==> src/rtl/rgb_color_sequencer.sv <==
// -----------------------------------------------------------------------------
// rgb_color_sequencer
//
// Purpose:
//   Upstream stage of the RGB LED decoder. Turns raw push-button activity into
//   the 3-bit colour code the decoder consumes. Codes 0..6 are the seven lit
//   colours; code 7 means "off".
//
//   Datapath per button: 2-flop synchroniser -> debouncer -> registered
//   one-cycle press pulse on a debounced 0->1 flip. A two-state power/run FSM
//   consumes the press pulses and owns color_code.
//
// Optional feature (macro RGB_SEQ_AUTO_CYCLE_EN):
//   When defined, an auto_en input appears. An AUTO_W-bit timer then runs
//   while in RUN with auto_en=1 and advances the colour every AUTO_PERIOD
//   cycles as if next were pressed. When undefined, the block is purely
//   button-driven.
//
// Parameters:
//   DEBOUNCE_CYCLES  consecutive disagreeing cycles before a debounced flip (>=1)
//   CNT_W            debounce counter width, must hold DEBOUNCE_CYCLES-1
//   AUTO_PERIOD      cycles between automatic advances (>=2)
//   AUTO_W           auto timer width, must hold AUTO_PERIOD-1
//
// Ports:
//   clk         system clock, rising-edge
//   rst         asynchronous active-low reset
//   btn_pwr     raw button, active-high: toggles OFF/RUN
//   btn_next    raw button, active-high: next colour (6 wraps to 0)
//   btn_prev    raw button, active-high: previous colour (0 wraps to 6)
//   auto_en     level enable for auto-cycling (only with RGB_SEQ_AUTO_CYCLE_EN)
//   color_code  3-bit code to the decoder (7 in OFF, 0..6 in RUN)
//   changed     one-cycle pulse in the cycle color_code takes a new value
//   running     high while the FSM is in RUN
//   state_dbg   FSM state for observation (0 = OFF, 1 = RUN)
//
// Latency: with a raw button held high, color_code moves exactly
// DEBOUNCE_CYCLES+3 rising edges after the first edge that samples it high
// (2 synchroniser edges, DEBOUNCE_CYCLES edges to flip and emit the press,
// 1 edge for the FSM).
// -----------------------------------------------------------------------------
module rgb_color_sequencer #(
  parameter int DEBOUNCE_CYCLES = 20000,
  parameter int CNT_W           = 15,
  parameter int AUTO_PERIOD     = 50000000,
  parameter int AUTO_W          = 26
) (
  input  logic       clk,
  input  logic       rst,
  input  logic       btn_pwr,
  input  logic       btn_next,
  input  logic       btn_prev,
`ifdef RGB_SEQ_AUTO_CYCLE_EN
  input  logic       auto_en,
`endif
  output logic [2:0] color_code,
  output logic       changed,
  output logic       running,
  output logic       state_dbg
);

  // Button index map used by the synchroniser/debounce arrays.
  localparam int B_PWR  = 0;
  localparam int B_NEXT = 1;
  localparam int B_PREV = 2;

  localparam logic [CNT_W-1:0] DB_LAST = CNT_W'(DEBOUNCE_CYCLES - 1);
  localparam logic [CNT_W-1:0] CNT_ONE = CNT_W'(1);

  localparam logic [2:0] CODE_OFF  = 3'd7;
  localparam logic [2:0] CODE_LAST = 3'd6;

  typedef enum logic {
    S_OFF = 1'b0,
    S_RUN = 1'b1
  } state_t;

  state_t state;

  // ---------------------------------------------------------------------------
  // Synchronisers and debouncers
  // ---------------------------------------------------------------------------
  logic [2:0]       raw;
  logic [2:0]       sync1;
  logic [2:0]       sync2;
  logic [2:0]       deb;
  logic [2:0]       press;
  logic [CNT_W-1:0] db_cnt [3];

  assign raw = {btn_prev, btn_next, btn_pwr};

  // The counter only runs while the synchronised value disagrees with the
  // debounced level; any agreement (including a glitch ending) clears it, so
  // only DEBOUNCE_CYCLES consecutive disagreeing cycles cause a flip. The
  // press pulse is registered on the same edge as a 0->1 flip.
  always_ff @(posedge clk or negedge rst) begin
    if (!rst) begin
      sync1 <= '0;
      sync2 <= '0;
      deb   <= '0;
      press <= '0;
      for (int i = 0; i < 3; i++) begin
        db_cnt[i] <= '0;
      end
    end else begin
      sync1 <= raw;
      sync2 <= sync1;
      for (int i = 0; i < 3; i++) begin
        press[i] <= 1'b0;
        if (sync2[i] == deb[i]) begin
          db_cnt[i] <= '0;
        end else if (db_cnt[i] == DB_LAST) begin
          deb[i]    <= ~deb[i];
          db_cnt[i] <= '0;
          press[i]  <= sync2[i];
        end else begin
          db_cnt[i] <= db_cnt[i] + CNT_ONE;
        end
      end
    end
  end

  logic press_pwr;
  logic press_next;
  logic press_prev;

  assign press_pwr  = press[B_PWR];
  assign press_next = press[B_NEXT];
  assign press_prev = press[B_PREV];

  // ---------------------------------------------------------------------------
  // Auto-cycle timer
  // ---------------------------------------------------------------------------
  logic auto_tick;

`ifdef RGB_SEQ_AUTO_CYCLE_EN
  localparam logic [AUTO_W-1:0] AUTO_LAST = AUTO_W'(AUTO_PERIOD - 1);
  localparam logic [AUTO_W-1:0] AUTO_ONE  = AUTO_W'(1);

  logic [AUTO_W-1:0] auto_timer;

  assign auto_tick = (state == S_RUN) && auto_en && (auto_timer == AUTO_LAST);

  // Any button press restarts the spacing so the next automatic advance comes
  // a full period after the manual action. Outside RUN or with auto_en low the
  // timer is held at zero.
  always_ff @(posedge clk or negedge rst) begin
    if (!rst) begin
      auto_timer <= '0;
    end else if ((state != S_RUN) || !auto_en ||
                 press_pwr || press_next || press_prev) begin
      auto_timer <= '0;
    end else if (auto_timer == AUTO_LAST) begin
      auto_timer <= '0;
    end else begin
      auto_timer <= auto_timer + AUTO_ONE;
    end
  end
`else
  assign auto_tick = 1'b0;

  // Timer parameters have no function in the button-only build.
  logic [AUTO_W-1:0] unused_auto_cfg;
  assign unused_auto_cfg = AUTO_W'(AUTO_PERIOD);
`endif

  // ---------------------------------------------------------------------------
  // Colour arithmetic (wraps within 0..6)
  // ---------------------------------------------------------------------------
  function automatic logic [2:0] code_inc(input logic [2:0] c);
    return (c >= CODE_LAST) ? 3'd0 : c + 3'd1;
  endfunction

  function automatic logic [2:0] code_dec(input logic [2:0] c);
    return (c == 3'd0 || c > CODE_LAST) ? CODE_LAST : c - 3'd1;
  endfunction

  // ---------------------------------------------------------------------------
  // Power/run FSM with registered outputs
  // ---------------------------------------------------------------------------
  logic [2:0] saved_code;

  // Priority in RUN: pwr over everything, then a lone next or prev, then the
  // auto tick. next together with prev cancels, and also suppresses an auto
  // tick landing in the same cycle (a manual action always wins).
  always_ff @(posedge clk or negedge rst) begin
    if (!rst) begin
      state      <= S_OFF;
      color_code <= CODE_OFF;
      saved_code <= 3'd0;
      changed    <= 1'b0;
      running    <= 1'b0;
    end else begin
      changed <= 1'b0;
      case (state)
        S_OFF: begin
          if (press_pwr) begin
            state      <= S_RUN;
            running    <= 1'b1;
            color_code <= saved_code;
            changed    <= 1'b1;
          end
        end
        S_RUN: begin
          if (press_pwr) begin
            state      <= S_OFF;
            running    <= 1'b0;
            saved_code <= color_code;
            color_code <= CODE_OFF;
            changed    <= 1'b1;
          end else if (press_next && !press_prev) begin
            color_code <= code_inc(color_code);
            changed    <= 1'b1;
          end else if (press_prev && !press_next) begin
            color_code <= code_dec(color_code);
            changed    <= 1'b1;
          end else if (!press_next && !press_prev && auto_tick) begin
            color_code <= code_inc(color_code);
            changed    <= 1'b1;
          end
        end
        default: begin
          state      <= S_OFF;
          running    <= 1'b0;
          color_code <= CODE_OFF;
        end
      endcase
    end
  end

  assign state_dbg = (state == S_RUN);

endmodule

==> config.mk <==
export PLATFORM = sky130hd
export DESIGN_NAME = rgb_color_sequencer
export DESIGN_NICKNAME = d
export VERILOG_FILES = /design/src/rtl/rgb_color_sequencer.sv
export SDC_FILE = /design/constraint.sdc
export NUM_CORES = 1
export LEC_CHECK = 0
export ABC_AREA = 0
export ABC_CLOCK_PERIOD_IN_PS = 1500
export CORE_MARGIN = 3
export CORE_UTILIZATION = 30
export CTS_BUF_LIST = sky130_fd_sc_hd__clkbuf_8
export CTS_CLUSTER_DIAMETER = 80
export DETAILED_ROUTE_END_ITERATION = 8
export HOLD_SLACK_MARGIN = 0.05
export PLACE_DENSITY = 0.51
export SETUP_SLACK_MARGIN = 0.3
export SYNTH_ARGS = -nofsm -noshare
export SYNTH_HDL_FRONTEND = slang
export SYNTH_SLANG_ARGS = --single-unit
==> constraint.sdc <==
create_clock -name clk -period 1.5 [get_ports clk]
set_input_delay 0.3 -clock clk [delete_from_list [all_inputs] [get_ports clk]]
set_output_delay 0.3 -clock clk [all_outputs]
set_load 0.05 [all_outputs]
==> reports/metrics.yaml <==
run_status:
  status: "finished, violations left"
  violations: "negative setup slack"
global_routing:
  met1_usage_pct: 15.6
  grt_pass1_wl_um: 11500
  grt_max_degree: 32
  overflow: 0
  grt.met2_usage_pct: 21.1
  first_global_vias: 2479
  busiest_layer: "met2"
  met3_usage_pct: 3.04
  antenna_found_initial: 0
  grtUsageTotal_pct: 12.3
synthesis:
  synth-xor-area-share_pct: 10.0
  synth_compound_area_share_pct: 4.65
  synth_top_family_by_area: "simple AND/OR/NAND/NOR gates"
  synth-seq-area-share_pct: 52.6
  yosysWarnings: 0
  yosysUniqueCellTypes: 35
  synth_edf_count: 0
  synth-async-reset-ratio_pct: 100
  synth_simple_gate_area_share_pct: 22.9
  avgSynthCellArea_um2: 10.3
  synth_fa_ha_area_share_pct: 4.38
  synth_area_mm2: 0.00315
  synth_flop_cell: "dfrtp_1"
  ys_seq_elements: 66
  muxShareOfSynthArea_pct: 2.51
  synthCells: 304
  syn-num-nets: 320
final_layout:
  final_area_mm2: 0.00474
  syn2layout_area_growth_pct: 50.6
  seq_area_mm2: 0.00167
  fillers: 945
  final_nets: 397
  multi_input_area_mm2: 0.00188
  drive_above_1_share_pct: 48.3
  antennaDiodeCount: 0
routing:
  drt_iter0_drc: 64
  first_pass_iters: 4
  routed_via_density: 4.70
  drcViolationCount: 0
  antenna_left: 0
  via_count: 2434
  routed_wl_um: 6690
  wl_per_cell_um: 12.9
setup_path:
  required_ns: 1.73
  arrival_ns: 1.86
  start_kind: "register"
  end_kind: "register"
  path_class: "reg2reg"
  cp_max_fo: 4
timing:
  hold_viol_final: 0
  setup_slack_ns: -0.133
  rsz0062_at_grt: "true"
  max_slew_margin_pct: 71.9
  finalMaxSlewViolations: 0
  skew_ns: 0.00562
  period_minus_slack_ns: 1.63
  max_freq_ghz: 0.612
  setup_violations: 35
  totalNegativeSetupSlack_ns: -0.645
  worst_slew_pin_slew_ns: 0.421
  final.period_utilization_pct: 109
clock_network:
  cts_made_buffers: 9
  cts.sinks: 66
  cts_buffer_depth: 2
  cts_root_buffer: "clkbuf_8"
  clk_latency_ns: 0.33
  cts_max_level: 3
  cts_tree: "done"
  clkSlewWorstSetupHoldPaths_ns: 0.07
floorplanning:
  core_area_mm2: 0.0100
  start_util_pct: 31.5
  io_pins: 11
  row_count: 36
  die_w_um: 108
  dieArea_mm2: 0.0117
  die_h_um: 108
power:
  combPwrFrac_pct: 7.9
  p_seq_share_pct: 54.2
  max-vdd-ir-drop_mv: 0.539
  p_int_mw: 2.61
  swShare_pct: 23.1
  total_power_mw: 3.39
  switchingPower_mw: 0.786
  p_clk_share_pct: 37.9
  power.density_mw_per_mm2: 716
  power_leakage_nw: 1.90
placement:
  io_buffer_count: 10
  dp_hpwl_um: 4270
  dpl_cell_area_mm2: 0.00382
  place_ws_ns: -0.142
  place.gp.congestion: 0.825
worst_hold_path:
  min_path_type: "reg2reg"
flow_run:
  maxCapViolations: 0
## through the flow
| step | util [%] | hold slack [ns] | cells |
|---|---|---|---|
| floorplan | - | 0.00441 | 304 |
| global placement | 38.2 | 0.264 | 476 |
| detailed placement | 38.2 | 0.258 | 476 |
| CTS | 44.4 | 0.351 | 507 |
| global route | 47.4 | 0.364 | 518 |
| finish | 47.4 | 0.350 | 518 |
## worst paths after layout
path                                     from       endpoint  slack (ns)  cells after the start
worst max-delay path            color_code[0]  color_code[2]       -0.13                      6
worst min-delay path                 sync1[2]       sync2[2]        0.35                      0
worst max register to register  color_code[0]  color_code[2]       -0.13                      6
worst min register to register       sync1[2]       sync2[2]        0.35                      0
max in group asynchronous                 rst  color_code[1]        0.52                      3
min in group asynchronous                 rst  saved_code[0]        0.45                      2
## metal layers
layer / vias up / routed length [µm] / part of all wire (%)
li1: 1202 / - / -
met1: 1197 / 3050 / 46
met2: 33 / 3380 / 50
met3: 2 / 226 / 3.4
met4: 0 / 38 / 0.57
met5: - / 0 / 0
## power by group through the flow
stage	logic, mW	registers, mW	clock network, mW
after floorplan	0.0618	1.86	0
after global placement	0.158	1.86	0
after detailed placement	0.160	1.87	0
after CTS	0.229	1.84	1.35
after global routing	0.294	1.84	1.44
final	0.268	1.84	1.29
## flip-flops by register name, indices dropped and copies added (netlist names)
name        count
changed         1
color_code      3
db_cnt         45
deb             3
press           3
running         1
saved_code      3
state_dbg       1
sync1           3
sync2           3
## cells by family after synthesis
family / Yosys count
adder cells (fa/ha/maj): 11
buffers and inverters: 22
multiplexers: 7
AO/OA/AOI/OAI: 25
flip-flops: 66
XOR/XNOR: 36
AND/OR/NAND/NOR: 137
## layout make-up
cell class                 count  share of cell area (%)
clock buffer                  11                    3.20
clock inverter                 4                   0.396
inverter                      14                    1.16
multi-input combinational    216                    39.6
sequential                    66                    35.3
tap                          133                    3.51
timing repair buffer          74                    16.8
## cell usage after synthesis (all sizes together) (7+ instances only)
cell | count | share of area [%]
or3 | 8 | 1.6
mux2 | 7 | 2.5
inv | 14 | 1.7
nor2 | 47 | 5.6
a21oi | 10 | 1.6
nand4 | 14 | 3.0
xnor2 | 19 | 5.3
nand2 | 10 | 1.2
ha | 11 | 4.4
nor3 | 7 | 1.1
xor2 | 17 | 4.7
dfrtp | 63 | 50
buf | 7 | 1.1
o21ai | 9 | 1.4
nand3 | 20 | 3.3
## worst max-delay path: stages, from the launching register on
cell	delay, ns
dfstp_4	0.63
inv_4	0.05
ha_4	0.16
nand2b_4	0.14
a311oi_2	0.23
a31oi_1	0.06
a221oi_1	0.28
## placed cells by master, fill, tap and decap left out, types with 3 or more instances in the layout
cell type        synthesis  layout
and4_4                   0       3
mux2_4                   0       4
nand4_1                 13      13
dfrtp_2                  0       6
ha_1                    11       4
clkdlybuf4s50_1          0       3
clkinv_2                 0       3
buf_6                    0      13
o21ai_0                  9       8
clkbuf_8                 0      11
buf_12                   0      11
mux2_2                   7       3
and3_1                   5       4
or3_1                    8       8
xor2_2                   0       4
nand3_1                 19      16
xor2_1                  17      13
nand2_1                 10       9
nor2_4                   0      15
dfrtp_1                 63      56
xnor2_1                 19      19
inv_1                   14      14
nor2_2                   0      20
nor3_1                   7       7
nor2_1                  47      12
a21oi_2                  0       8
nor3b_2                  0       3
buf_4                    0      42
ha_4                     0       4
ha_2                     0       3
## timing repair
item                       4_1_cts  5_1_grt
gates cloned                     1        1
resized for setup               79       45
hold endpoints to repair        11        0
setup endpoints to repair       60       63
buffers inserted                14       10
pin swaps                       16       14
hold buffers                     1        0
(Power assumes the default switching activity.)
